**config.mk**
```make
export PLATFORM = sky130hd
export DESIGN_NAME = uart_rx
export DESIGN_NICKNAME = d
export VERILOG_FILES = /design/src/rtl/uart_pkg.sv /design/src/rtl/uart_rx_sync.sv /design/src/rtl/uart_rx.sv
export SDC_FILE = /design/constraint.sdc
export NUM_CORES = 1
export LEC_CHECK = 0
export BUFFER_PORTS_ARGS = -buffer_cell sky130_fd_sc_hd__buf_2
export CAP_MARGIN = 25
export CORE_MARGIN = 10
export CORE_UTILIZATION = 50
export CTS_BUF_LIST = sky130_fd_sc_hd__clkbuf_2 sky130_fd_sc_hd__clkbuf_4 sky130_fd_sc_hd__clkbuf_8
export DETAILED_ROUTE_END_ITERATION = 8
export GPL_TIMING_DRIVEN = 0
export PLACE_DENSITY = 0.82
export SETUP_SLACK_MARGIN = 0.4
export SYNTH_ARGS = -nofsm -noshare
export SYNTH_HDL_FRONTEND = slang
export SYNTH_SLANG_ARGS = --single-unit
```
**constraint.sdc**
```tcl
create_clock -name clk -period 1.4 [get_ports clk]
set_input_delay 0.14 -clock clk [delete_from_list [all_inputs] [get_ports clk]]
set_output_delay 0.14 -clock clk [all_outputs]
set_load 0.02 [all_outputs]
```
**src/rtl/uart_pkg.sv**
```systemverilog
// Shared UART definitions: receiver state encoding and oversampling tick constants.
package uart_pkg;

    typedef enum logic [1:0] {
        IDLE  = 2'd0,
        START = 2'd1,
        DATA  = 2'd2,
        STOP  = 2'd3
    } uart_state_t;

    // Tick indices within a 16x-oversampled bit: middle of the start bit, end of a full bit period.
    localparam int MID_TICK = 7;
    localparam int BIT_TICK = 15;

endpackage

```
**src/rtl/uart_rx_sync.sv**
```systemverilog
// Two-flop synchronizer for an asynchronous single-bit input, reset to a chosen level.
// Latency: 2 clk from an input edge to the output.
// Backpressure: none; the output follows the input every cycle.
module uart_rx_sync #(
    parameter logic RST_VAL = 1'b1
) (
    input  logic clk,
    input  logic i_rst,
    input  logic i_d,
    output logic o_q
);

    logic meta;

    always_ff @(posedge clk) begin
        if (i_rst) begin
            meta <= RST_VAL;
            o_q  <= RST_VAL;
        end else begin
            meta <= i_d;
            o_q  <= meta;
        end
    end

endmodule

```
**src/rtl/uart_rx.sv**
```systemverilog
// 8N1 UART receiver driven by a 16x oversampling tick; good bytes strobe o_rxDone, bad stop bits strobe o_frameErr.
// Latency: strobes are registered and assert one clk after the deciding stop-bit tick.
// Backpressure: none; each strobe lasts one clk and o_data holds until the next good frame.
module uart_rx
    import uart_pkg::*;
#(
    parameter int NB_DATA = 8,
    parameter int SB_TICK = 16,
    parameter int NB_TICK = 4
) (
    input  logic               clk,
    input  logic               i_rst,
    input  logic               i_tick,
    input  logic               i_rx,
    output logic [NB_DATA-1:0] o_data,
    output logic               o_rxDone,
    output logic               o_frameErr
);

    localparam int NB_CNT = (NB_DATA > 1) ? $clog2(NB_DATA) : 1;

    logic rx_s;

    uart_rx_sync #(
        .RST_VAL (1'b1)
    ) u_sync (
        .clk   (clk),
        .i_rst (i_rst),
        .i_d   (i_rx),
        .o_q   (rx_s)
    );

    uart_state_t        state_q, state_d;
    logic [NB_TICK-1:0] s_q, s_d;
    logic [NB_CNT-1:0]  n_q, n_d;
    logic [NB_DATA-1:0] b_q, b_d;
    logic [NB_DATA-1:0] data_q, data_d;
    logic               done_q, done_d;
    logic               err_q, err_d;

    always_ff @(posedge clk) begin
        if (i_rst) begin
            state_q <= IDLE;
            s_q     <= '0;
            n_q     <= '0;
            b_q     <= '0;
            data_q  <= '0;
            done_q  <= 1'b0;
            err_q   <= 1'b0;
        end else begin
            state_q <= state_d;
            s_q     <= s_d;
            n_q     <= n_d;
            b_q     <= b_d;
            data_q  <= data_d;
            done_q  <= done_d;
            err_q   <= err_d;
        end
    end

    always_comb begin
        state_d = state_q;
        s_d     = s_q;
        n_d     = n_q;
        b_d     = b_q;
        data_d  = data_q;
        done_d  = 1'b0;
        err_d   = 1'b0;

        case (state_q)
            IDLE: begin
                // Leave on the falling edge itself; tick phase is irrelevant here.
                if (!rx_s) begin
                    s_d     = '0;
                    state_d = START;
                end
            end
            START: begin
                if (i_tick) begin
                    if (s_q == NB_TICK'(MID_TICK)) begin
                        if (!rx_s) begin
                            s_d     = '0;
                            n_d     = '0;
                            state_d = DATA;
                        end else begin
                            state_d = IDLE;
                        end
                    end else begin
                        s_d = s_q + 1'b1;
                    end
                end
            end
            DATA: begin
                if (i_tick) begin
                    if (s_q == NB_TICK'(BIT_TICK)) begin
                        s_d = '0;
                        b_d = {rx_s, b_q[NB_DATA-1:1]};
                        if (n_q == NB_CNT'(NB_DATA - 1)) begin
                            state_d = STOP;
                        end else begin
                            n_d = n_q + 1'b1;
                        end
                    end else begin
                        s_d = s_q + 1'b1;
                    end
                end
            end
            STOP: begin
                if (i_tick) begin
                    if (s_q == NB_TICK'(SB_TICK - 1)) begin
                        if (rx_s) begin
                            data_d = b_q;
                            done_d = 1'b1;
                        end else begin
                            err_d  = 1'b1;
                        end
                        state_d = IDLE;
                    end else begin
                        s_d = s_q + 1'b1;
                    end
                end
            end
            default: state_d = IDLE;
        endcase
    end

    assign o_data     = data_q;
    assign o_rxDone   = done_q;
    assign o_frameErr = err_q;

endmodule
```
# Word level (Yosys, flattened, before mapping)

Cells that the tools add are included.

Bits in registers: 29
Latch bits: 0
RAM bits: 0
Memory bits (read-only): 0
Input port bits: 4
Word-level logic and storage cells: 66
Memories: 0

$add $sub $neg: 2
Multipliers: 0
Divide/modulo/power cells: 0
Order comparisons: 0
Eq/ne operators: 17
Shift-type cells: 0
Mux-type cells: 27
Bitwise gates (word level): 3
Reduce and logical (&&, ||, !) cells: 8

Operator list:

| operator                                      | number |
|---|---|
| two-way mux 4 bit                             | 7 |
| != test 2 bit, second input constant          | 11 |
| two-way mux 2 bit                             | 9 |
| two-way mux 3 bit                             | 6 |
| case mux 4 bit (4 select lines)               | 1 |
| case mux 2 bit (4 select lines)               | 1 |
| AND reduction 4 bit                           | 2 |
| AND reduction 8 bit                           | 1 |
| AND reduction 7 bit                           | 1 |
| case mux 3 bit (2 select lines)               | 1 |
| adder 4 x 1 -> 4 bit, second input constant   | 1 |
| == test 2 bit, second input constant          | 2 |
| == test 4 x 3 -> 1 bit, second input constant | 1 |
| == test 4 bit, second input constant          | 1 |
| OR reduction 4 bit                            | 1 |
| adder 3 x 1 -> 3 bit, second input constant   | 1 |
| == test 3 bit, second input constant          | 1 |
| NOT 1 bit                                     | 3 |
| AND reduction 3 bit                           | 1 |
| == test 2 x 1 -> 1 bit, second input constant | 1 |
| logical NOT 2 bit                             | 1 |
| two-way mux 1 bit                             | 2 |
| nonzero test 2 bit                            | 1 |

# Logic depth before layout (Yosys ltp)

Gate-level depths: netlist of run 1.

Depth in word-level cells: 5
Mapped depth: 6
Gate-level depth less buffers: 5

# Cells and area by module

Synthesis of run 1 repeated with hierarchy kept, for this count alone.

Cell total of the unflattened synthesis: 130
Area total of the unflattened synthesis: 1263.7 um^2

By module, submodules not included:

| module       | times used | cells an instance | area each (um^2) | sequential area each (um^2) |
|---|---|---|---|---|
| uart_rx      | 1          | 126               | 1211.2           | 540.5 |
| uart_rx_sync | 1          | 4                 | 52.6             | 40.0 |

# Least setup slack after synthesis of run 1

Ideal clock, no wire load.

Path kind: reg2reg
Start point: register n_q[0]
End point: register n_q[0]
Setup time: 72 ps
Data arrival time: 1423 ps
Data required time: 1328 ps
Path slack: -95 ps
Stages on the path, launching flop included: 6
Clock period less this slack: 1495 ps
Cells stage by stage: dfxtp_1 -> ha_1 -> ha_1 -> or3_1 -> a21oi_2 -> mux2i_1

Longest elaborated chain between the ends: 5
Elaborated cells between the ends (all ways): 8
Those cells by class: 1 x add/sub; 2 x eq/ne; 4 x mux; 1 x reduce/logical

Ends and longest elaborated chain:

| what                            | line           | text |
|---|---|---|
| start: declaration              | uart_rx.sv:35  | `logic [NB_CNT-1:0] n_q, n_d;` |
| start signal: assignment        | uart_rx.sv:53  | `n_q <= n_d;` |
| adder 3 x 1 -> 3 bit            | uart_rx.sv:101 | `n_d = n_q + 1'b1;` |
| two-way mux 3 bit               | uart_rx.sv:98  | `if (n_q == NB_CNT'(NB_DATA - 1)) begin` |
| two-way mux 3 bit               | uart_rx.sv:95  | `if (s_q == NB_TICK'(BIT_TICK)) begin` |
| two-way mux 3 bit               | uart_rx.sv:94  | `if (i_tick) begin` |
| case mux 3 bit (2 select lines) | uart_rx.sv:70  | `case (state_q)` |

Parallel ways exist; a longest one is shown, timed or not. The select of a mux whose other input is x is not followed.
A chain may end at the register's enable or synchronous reset.

# Worst setup path in the final report of run 1

Start point: register n_q[1]
End point: register n_q[0]

Longest elaborated chain between the ends: 3

Ends and longest elaborated chain:

| what                          | line |
|---|---|
| == test 3 bit                 | uart_rx.sv:98 |
| != test 2 bit (no line)       | n/a |
| AND reduction 7 bit (no line) | n/a |

No other way between the ends.

==> summary.txt, run 1 <==
Outcome
  • Status: complete, but fails checks
  • Failing checks: setup timing

Synthesis
  • Mean Syn Cell Area: 9.46 um2
  • Yosys top cell area share: 0.458
  • Syn Nets: 141
  • Post-Synthesis Cells: 134
  • Synth Flop Type: dfxtp_1
  • Area contributors post-synth: dfxtp_1 (46%), mux2i_1 (15%), nor2_1 (6.8%), ha_1 (3.0%), nand2b_1 (3.0%)
  • Share of the yosys chip area belonging to registers: 0.458
  • Ys async rst share: 0
  • Yosys top cell by area: dfxtp_1
  • Seq cells post-synth: 29
  • EDFF count, synth: 0
  • Synth unique cells: 34
  • Yosys warnings: 0
  • Post-synthesis cell area: 1270 um2

Pwr
  • Worst vdd ir: 0.773 mV
  • Comb pwr share: 0.045
  • Clk pwr share: 0.449
  • Static Leak: 0.000680 uW
  • Sw Pwr: 343 uW
  • Sequential share of power: 0.506
  • Net Sw Frac: 0.209
  • Total Power: 1640 uW
  • Internal power: 1300 uW
  • Power Dens Cells: 877 nW/um2

Global routing
  • Overall routing resource usage: 0.123
  • Wire length of the first global-routing pass: 5060 um
  • Vias in the first global route: 1067
  • Largest net degree at the start of global routing: 11
  • Initial antenna violation count: 0
  • Global route overflow: 0

Timing
  • Clock skew: 5.75 ps
  • Setup ws final: -83.1 ps
  • Max-slew violation count: 0
  • Max Fclk: 674 MHz
  • Setup violators final: 4
  • Final Hold Violating Endpoints: 0
  • Crit path time final: 1480 ps
  • Period utilisation layout: 1.06
  • RSZ-0062 raised after global routing: true
  • Hold WS: 149 ps
  • Worst slew pin tran: 539 ps
  • Max-slew headroom: 0.641

Finish
  • Layout area overhead: 47.7%
  • Final instance area: 1870 um2
  • Filler cell count: 144
  • Commonest non-fill, non-tap cell in the layout: nor2_1
  • Nets: 180
  • Most frequent cells in the layout: nor2_1 (22), buf_4 (20), dfxtp_1 (20)
  • Final core occ: 0.762
  • Antenna diodes: 0
  • Layout cell share with drive strength beyond 1: 0.460

Detailed routing
  • Initial DRC count: 79
  • DRT Pass-1 Iters: 4
  • Antenna-violating nets left: 0
  • Post-Route WL: 3330 um
  • # DRC: 0
  • Drt wl/cell: 16.3 um
  • Routed vias: 1125
  • Post-DR vias/cell: 5.51

Place
  • Gpl congestion: 0.815
  • Port buffer count: 13
  • Placement Cell Area: 1450 um2
  • Dpl hpwl: 1770 um

Worst setup path
  • Slowest-stage cell, CP: dfxtp_2
  • Max FO, Critical Path: 3
  • Worst reg2reg path startpoint: n_q[1]$_SDFFE_PP0P_
  • Max stage delay on crit path: 350 ps
  • Crit start category: register
  • Worst EP required: 1660 ps
  • Critical path class: register to register
  • Worst path most repeated cell: ha_4
  • CP Cell Sequence: ha_4, ha_4, or3_4, a21oi_4, mux2i_1
  • Arr. time, crit path: 1740 ps
  • Start point of the critical path: n_q[1]$_SDFFE_PP0P_
  • Crit. End Element: register

Worst hold path
  • Hold Startpoint: i_tick
  • Hold Crit Class: input port to register

CTS
  • CTS clk-pin slew, worst paths: 90 ps
  • CTS tree: yes
  • Clock Latency Late Sink: 330 ps
  • CTS Buf Count: 5
  • Max clock buf depth: 2
  • Clock sink total: 29
  • H-Tree Depth: 2
  • Clock root buffer: clkbuf_4

Floorplan
  • Die X: 70.4 um
  • Die ar.: 4950 um2
  • Ports: 14
  • Die outline height: 70.4 um
  • Core area: 2450 um2
  • Cell Rows: 18
  • Initial core utilization: 0.516

Run
  • Max Cap Violations: 0
## repair_timing
item | in CTS | in global routing
pin swaps | 10 | 6
hold buffers | 1 | 0
cloned | 1 | 0
endpoints found under the setup margin | 27 | 34
endpoints found under the hold margin | 1 | 0
buffers inserted | 7 | 10
resized for setup | 23 | 22
## flip-flops by register name, indices dropped and copies added, names as in the netlist, named ones only
signal / cells
o_data: 8
state_q: 1
u_sync.o_q: 1
b_q: 8
o_frameErr: 1
u_sync.meta: 1
o_rxDone: 1
n_q: 3
s_q: 4
## worst max-delay path: cells and delay by family (launching register included)
| kind | cells | cell delay, ps |
|---|---|---|
| and+or+nand+nor | 1 | 340 |
| DFF | 1 | 350 |
| muxes | 1 | 210 |
| AOI/OAI and AO/OA | 1 | 190 |
| adders and majority gates | 2 | 310 |
## area by class of cell
type / instances / area, um2 / share of cell area
inverter: 2 / 7.51 / 0.00401
buffer: 9 / 71.3 / 0.0381
clock buffer: 7 / 58.8 / 0.0314
multi-input combinational: 94 / 808 / 0.432
sequential: 29 / 599 / 0.320
tap: 30 / 37.5 / 0.0201
clock inverter: 1 / 30.0 / 0.0160
timing repair buffer: 32 / 259 / 0.138
## cells in the mapped netlist (2+ instances only)
cell,instances
dfxtp_1,29
nor2_1,23
nand3_1,2
o21ai_0,5
inv_1,2
buf_4,3
a21oi_1,2
o21bai_1,2
nand2b_1,6
ha_1,3
xnor2_1,2
mux2i_1,19
nor3_1,3
clkbuf_1,4
nand2_1,8
or2_2,2
buf_2,2
## kinds of logic (layout without fill, tap and decap cells)
kind of cell,after synthesis,after routing,share of synthesized area
AO/OA/AOI/OAI,16,16,0.0849
XOR/XNOR,2,2,0.0138
adder cells (fa/ha/maj),3,3,0.0296
buffers and inverters,11,51,0.0434
flip-flops,29,29,0.458
multiplexers,20,20,0.159
AND/OR/NAND/NOR,53,53,0.211
## worst paths after layout
path / end / slack (ps) / depth (start not counted)
worst max-delay path: n_q[0]$_SDFFE_PP0P_ / -80 / 5
worst min-delay path: o_frameErr$_SDFF_PP0_ / 150 / 3
worst max register to register: n_q[0]$_SDFFE_PP0P_ / -80 / 5
worst min register to register: u_sync.o_q$_SDFF_PP1_ / 410 / 1
## power by group through the flow
stage	sequential, uW	combinational, uW	clock (uW)
4_1_cts	831	65.7	744
3_3_place_gp	853	53.3	0
3_5_place_dp	854	56.4	0
5_1_grt	833	78.9	784
2_1_floorplan	853	37.2	0
6_report	832	73.7	737
## metrics by stage
stage | std cells | setup WS (ps) | setup TNS [ps]
finish | 204 | -83.1 | -207
global route | 204 | -140 | -699
detailed placement | 177 | -144 | -860
global placement | 177 | -57.2 | -307
floorplan | 134 | -0.0765 | -0.153
CTS | 194 | -114 | -291
## routing by layer
layer | vias up | GRT usage | wire, um
li1 | 540 | - | -
met1 | 531 | 0.137 | 1380
met2 | 43 | 0.199 | 1690
met3 | 11 | 0.0593 | 200
met4 | 0 | 0.0417 | 68
met5 | - | 0 | 0
(Power assumes the default switching activity.)
==> run 2, diff against run 1 <==
- SYNTH_HIERARCHICAL: not set -> 1
==> run 2 against run 1 <==
- the run still ends with setup timing left
- synthesized cell count is 3.0% lower
- register-to-register slack worse by 260 ps
- flip-flop and latch count stayed put
- global-route usage is 0.33 points higher
- via count is 2.0% higher
==> summary.txt, run 2 <==
Worst hold path
  • Hold Crit Class: input port to register
  • WHS Path Cells: 2 (-1)

Timing
  • RSZ-0062 raised after global routing: true
  • Worst slew pin tran: 502 ps (-37.6 ps)
  • Setup TNS: -4660 ps (-4450 ps)
  • Crit path time final: 1750 ps (+264 ps)
  • Clock skew: 11.6 ps (+5.90 ps)
  • Final Hold Violating Endpoints: 0 (unchanged)
  • Setup violators final: 25 (+21)
  • Max Fclk: 573 MHz (-15%)
  • Max-slew violation count: 0 (unchanged)
  • Hold WS: 11.3 ps (-138 ps)
  • Setup ws final: -347 ps (-264 ps)
  • Period utilisation layout: 1.25 (+0.188)
  • Max-slew headroom: 0.666 (+0.0250)

Detailed routing
  • Initial DRC count: 72 (-8.9%)
  • Post-DR vias/cell: 5.80 (+5.1%)
  • Drt wl/cell: 18.1 um (+11%)
  • Antenna-violating nets left: 0 (unchanged)
  • Routed vias: 1148 (+2.0%)
  • # DRC: 0 (unchanged)
  • Post-Route WL: 3580 um (+7.4%)
  • DRT Pass-1 Iters: 4 (unchanged)

Synthesis
  • Area contributors post-synth: dfxtp_1 (46%), mux2i_1 (14%), nor2_1 (7.1%), ha_1 (3.0%), a21oi_1 (2.0%)
  • Yosys warnings: 6 (+6)
  • Count leader, synth: dfxtp_1
  • Post-Synth XOR/XNOR Area: 0.00693 (-0.00689)
  • Post-Synthesis Cells: 130 (-3.0%)
  • Post-Synth Adder-Cell Area: 0.0297 (+0.0000880)
  • Yosys top cell area share: 0.459 (+0.00136)
  • Ys async rst share: 0 (unchanged)
  • Largest family of logic cells by synthesized area: simple AND/OR/NAND/NOR gates
  • Mean Syn Cell Area: 9.72 um2 (+2.8%)
  • Syn Nets: 137 (-2.8%)
  • EDFF count, synth: 0 (unchanged)
  • Area fraction in compound gates after synthesis: 0.0950 (+0.0102)
  • Share of the yosys chip area belonging to registers: 0.459 (+0.00136)
  • Post-Synth Simple-Gate Area: 0.229 (+0.0175)
  • Synth Flop Type: dfxtp_1
  • Seq cells post-synth: 29 (unchanged)
  • Mux contribution to synthesized area: 0.143 (-0.0164)
  • Post-synth top cells: dfxtp_1 (29), nor2_1 (24), mux2i_1 (18)
  • Post-synthesis cell area: 1260 um2 (-0.30%)
  • Synth unique cells: 33 (-2.9%)
  • Yosys top cell by area: dfxtp_1

Floorplan
  • Die X: 70.3 um (-0.11%)
  • Initial core utilization: 0.515 (-0.00153)
  • Die outline height: 70.3 um (-0.11%)
  • Ports: 14 (unchanged)
  • Core area: 2450 um2 (unchanged)
  • Cell Rows: 18 (unchanged)
  • Die ar.: 4940 um2 (-0.21%)

Global routing
  • Wire length of the first global-routing pass: 5110 um (+0.97%)
  • Overall routing resource usage: 0.126 (+0.00325)
  • Vias in the first global route: 1116 (+4.6%)
  • Largest net degree at the start of global routing: 11 (unchanged)
  • Initial antenna violation count: 0 (unchanged)
  • Global route overflow: 0 (unchanged)

CTS
  • CTS tree: yes
  • Clock Latency Late Sink: 340 ps (about the same)
  • CTS Buf Count: 5 (unchanged)
  • Clock sink total: 29 (unchanged)
  • H-Tree Depth: 2 (unchanged)
  • Clock root buffer: clkbuf_4
  • Max clock buf depth: 2 (unchanged)
  • CTS clk-pin slew, worst paths: 100 ps (about the same)

Run
  • Max Cap Violations: 0 (unchanged)

Place
  • Placement Cell Area: 1450 um2 (-0.17%)
  • Post-Place Worst Slack: -338 ps (-195 ps)
  • Dpl hpwl: 1920 um (+8.2%)
  • Gpl congestion: 0.910 (+12%)
  • Port buffer count: 12 (-1)

Worst setup path
  • Slowest-stage cell, CP: or4b_1
  • Critical path class: register to register
  • CP Cell Sequence: ha_4, ha_4, and4bb_1, o21ai_2, or4b_1, a21oi_2
  • Worst EP required: 1660 ps (about the same)
  • Max stage delay on crit path: 500 ps (+150 ps)
  • Crit start category: register
  • Arr. time, crit path: 2010 ps (+270 ps)
  • Worst Reg2Reg Path Length in Cells: 6 (+1)
  • Worst path most repeated cell: ha_4
  • Crit. End Element: register
  • Max FO, Critical Path: 2 (-1)

Finish
  • Register Area: 604 um2 (+0.84%)
  • Layout cell share with drive strength beyond 1: 0.524 (+0.0640)
  • Antenna diodes: 0 (unchanged)
  • Nets: 174 (-3.3%)
  • Layout area overhead: 45.3%
  • Commonest non-fill, non-tap cell in the layout: nor2_1
  • Most frequent cells in the layout: nor2_1 (20), mux2i_1 (17), buf_4 (16)
  • Filler cell count: 153 (+6.3%)
  • Final instance area: 1840 um2 (-1.9%)
  • Area of the multi-input gates: 817 um2 (+1.1%)

Pwr
  • Static Leak: 0.000760 uW (+12%)
  • Power Dens Cells: 784 nW/um2 (-11%)
  • Worst vdd ir: 0.971 mV (+26%)

Outcome
  • Failing checks: setup timing
  • Status: complete, but fails checks
-- run 2: changes by cell type after synthesis, sizes merged, moves of 2 or more --
cell    delta
a311oi     +2
o21bai     -2
a21oi      +2
nand4      -2
nand2b     -6
xnor2      -2
nand2      -2
and3b      +2
-- run 2: final cells by class --
cell class	instances	share of cell area
tap	30	0.0204
buffer	8	0.0347
sequential	29	0.329
multi-input combinational	91	0.445
clock buffer	6	0.0245
inverter	2	0.00409
timing repair buffer	30	0.137
clock inverter	2	0.00545
-- run 2: cell families after synthesis --
logic type	after synthesis
simple gates	51
compound gates	18
mux	18
fa+ha+maj	3
buf+inv	10
xor+xnor	1
flops	29
-- run 2: critical path, delay by kind of cell (launching register included) --
family / cells / cell delay (ps)
and+or+nand+nor: 2 / 800
DFF: 1 / 340
adders and majority gates: 2 / 310
AOI/OAI and AO/OA: 2 / 220
-- run 2: worst paths after layout --
path | to | start | slack (ps)
worst min register to register | u_sync/o_q$_SDFF_PP1_ | u_sync/meta$_SDFF_PP1_ | 410
worst max register to register | n_q[0]$_SDFFE_PP0P_ | n_q[1]$_SDFFE_PP0P_ | -350
worst min-delay path | u_sync/o_q$_SDFF_PP1_ | i_rst | 10
worst max-delay path | n_q[0]$_SDFFE_PP0P_ | n_q[1]$_SDFFE_PP0P_ | -350
-- run 2: per-layer routing --
| metal | track usage | routed length (um) |
|---|---|---|
| met5 | 0 | 0 |
| met4 | 0.0307 | 23 |
| met3 | 0.0621 | 255 |
| met2 | 0.222 | 1840 |
| met1 | 0.130 | 1460 |
-- run 2: timing repair --
| action | in CTS | in global routing |
|---|---|---|
| endpoints found under the hold margin | 1 | 0 |
| setup buffers | 11 | 6 |
| endpoints found under the setup margin | 27 | 35 |
| gates resized for setup | 15 | 36 |
| pin swaps | 11 | 13 |
| hold buffers | 1 | 0 |
-- run 2: power breakdown --
group	internal [uW]	switching, uW
registers	828	9.09
logic	33.0	53.9
clock network	210	305
-- run 2: per-stage QoR --
step | util | power, uW | instances
after floorplan | - | 900 | 130
after global placement | 0.591 | 914 | 172
after detailed placement | 0.591 | 916 | 172
after CTS | 0.676 | 1420 | 192
after global routing | 0.748 | 1490 | 198
final | 0.748 | 1440 | 198
==> run 3, diff against run 2 <==
--- a/config.mk
+++ b/config.mk
@@ -15,2 +15,3 @@
 export PLACE_DENSITY = 0.82
+export REMOVE_ABC_BUFFERS = 1
 export SETUP_SLACK_MARGIN = 0.4
--- a/constraint.sdc
+++ b/constraint.sdc
@@ -3,2 +3,2 @@
 set_output_delay 0.14 -clock clk [all_outputs]
-set_load 0.02 [all_outputs]
+set_load 0.005 [all_outputs]
==> run 3 against run 2 <==
- the flow still finishes with violations (setup timing)
- largest cell class unchanged
- critical path type unchanged
- critical endpoint unchanged
- register-to-register slack improved by 40 ps
- final cell count decreased by 4.0%
- fmax increased by 2.1%
- via count decreased by 5.2%
==> summary.txt, run 3 (synthesized netlist as in run 2, its figures left out) <==
Floorplan
  • Cell Rows: 18 (unchanged)
  • Initial core utilization: 0.515 (unchanged)
  • Die X: 70.3 um (unchanged)
  • Ports: 14 (unchanged)
  • Die outline height: 70.3 um (unchanged)
  • Core area: 2450 um2 (unchanged)
  • Die ar.: 4940 um2 (unchanged)

Worst hold path
  • Hold Startpoint: i_tick
  • Hold Crit Class: input port to register
  • WHS Path Cells: 3 (+1)

Worst setup path
  • Max stage delay on crit path: 480 ps (-20 ps)
  • Max FO, Critical Path: 2 (unchanged)
  • WP buf/inv: 0 (unchanged)
  • Crit. End Element: register
  • Worst reg2reg path startpoint: n_q[1]$_SDFFE_PP0P_
  • Worst path most repeated cell: ha_4
  • Start point of the critical path: n_q[1]$_SDFFE_PP0P_
  • Arr. time, crit path: 1980 ps (-30 ps)
  • Slowest-stage cell, CP: or4b_4
  • Delay-heaviest family, CP: simple AND/OR/NAND/NOR gates
  • Critical path class: register to register
  • CP Cell Sequence: ha_4, ha_4, and4bb_1, o21ai_2, or4b_4, a21oi_2
  • Worst EP required: 1670 ps (about the same)
  • Worst Reg2Reg Path Length in Cells: 6 (unchanged)
  • Critical Path Stages: 6 (unchanged)
  • Crit start category: register

Pwr
  • Power Dens Cells: 845 nW/um2 (+7.9%)
  • Static Leak: 0.000747 uW (-1.7%)
  • Worst vdd ir: 1.02 mV (+5.3%)

Outcome
  • Status: complete, but fails checks
  • Failing checks: setup timing

CTS
  • CTS Buf Count: 5 (unchanged)
  • CTS clk-pin slew, worst paths: 100 ps (about the same)
  • Clock root buffer: clkbuf_4
  • Clock sink total: 29 (unchanged)
  • CTS tree: yes
  • Max clock buf depth: 2 (unchanged)
  • Clock Latency Late Sink: 330 ps (about the same)
  • H-Tree Depth: 2 (unchanged)

Global routing
  • Overall routing resource usage: 0.125 (-0.000929)
  • Global route overflow: 0 (unchanged)
  • Initial antenna violation count: 0 (unchanged)
  • Vias in the first global route: 1127 (+0.99%)
  • Wire length of the first global-routing pass: 5130 um (+0.39%)
  • Largest net degree at the start of global routing: 30 (+19)

Detailed routing
  • Post-Route WL: 3010 um (-16%)
  • Post-DR vias/cell: 5.73 (-1.2%)
  • DRT Pass-1 Iters: 4 (unchanged)
  • Routed vias: 1088 (-5.2%)
  • Drt wl/cell: 15.8 um (-12%)
  • Initial DRC count: 112 (+56%)
  • # DRC: 0 (unchanged)
  • Antenna-violating nets left: 0 (unchanged)

Timing
  • Period utilisation layout: 1.22 (-0.0257)
  • Max Fclk: 585 MHz (+2.1%)
  • RSZ-0062 raised after global routing: true
  • Setup ws final: -311 ps (+36.0 ps)
  • Setup TNS: -1480 ps (+3180 ps)
  • Max-slew headroom: 0.659 (-0.00673)
  • Final Hold Violating Endpoints: 0 (unchanged)
  • Crit path time final: 1710 ps (-36.0 ps)
  • Worst slew pin tran: 512 ps (+10.1 ps)
  • Setup violators final: 19 (-24%)
  • Max-slew violation count: 0 (unchanged)
  • Clock skew: 16.6 ps (+5.01 ps)

Place
  • Gpl congestion: 0.782 (-14%)
  • Placement Cell Area: 1330 um2 (-8.5%)
  • Port buffer count: 13 (+1)
  • Dpl hpwl: 1640 um (-14%)

Finish
  • Filler cell count: 180 (+18%)
  • Final instance area: 1720 um2 (-6.4%)
  • Nets: 166 (-4.6%)
  • Layout cell share with drive strength beyond 1: 0.463 (-0.0613)
  • Commonest non-fill, non-tap cell in the layout: nor2_1
  • Antenna diodes: 0 (unchanged)
  • Most frequent cells in the layout: nor2_1 (23), dfxtp_1 (20), mux2i_1 (18)
  • Layout area overhead: 36.0%

Run
  • Max Cap Violations: 0 (unchanged)
[run 3: metrics by stage]
stage / util / total power (uW) / hold slack, ps / instances / setup slack [ps]
after floorplan: - / 881 / 209 / 122 / -302
after global placement: 0.540 / 904 / 327 / 165 / -496
after detailed placement: 0.540 / 907 / 325 / 165 / -587
after CTS: 0.661 / 1460 / 109 / 185 / -266
after global routing: 0.700 / 1510 / 135 / 190 / -362
final: 0.700 / 1450 / 154 / 190 / -311
[run 3: what timing repair did]
| action | CTS | global route |
|---|---|---|
| hold buffers | 1 | 0 |
| pin swaps | 20 | 4 |
| resized for setup | 38 | 13 |
| setup buffers | 11 | 5 |
| endpoints found under the hold margin | 1 | 0 |
| setup endpoints to repair | 27 | 27 |
[run 3: path summary, 6_finish.rpt]
path / endpoint / slack [ps]
min: o_frameErr$_SDFF_PP0_ / 150
max: n_q[0]$_SDFFE_PP0P_ / -310
min reg2reg: u_sync/o_q$_SDFF_PP1_ / 420
max reg2reg: n_q[0]$_SDFFE_PP0P_ / -310
[run 3: final cells by class]
class                      instances  area (um2)  area share
clock buffer                       8        60.1      0.0349
inverter                           2        10.0     0.00582
multi-input combinational         91         800       0.465
sequential                        29         604       0.352
tap                               30        37.5      0.0218
timing repair buffer              30         208       0.121
[run 3: power by group]
group,internal (uW),switching [uW]
sequential,823,8.77
combinational,32.1,48.6
clock,258,283
[run 3: worst min-delay path, stage by stage]
cell and delay, ps:
buf_2 170, nand2_2 90, nor3_1 40
[run 3: metal layers]
metal | global-route usage | up-vias | share of wire | routed length (um)
li1 | - | 519 | - | -
met1 | 0.133 | 531 | 0.42 | 1260
met2 | 0.198 | 28 | 0.49 | 1480
met3 | 0.0621 | 10 | 0.067 | 201
met4 | 0.0680 | 0 | 0.019 | 58
met5 | 0 | - | 0 | 0
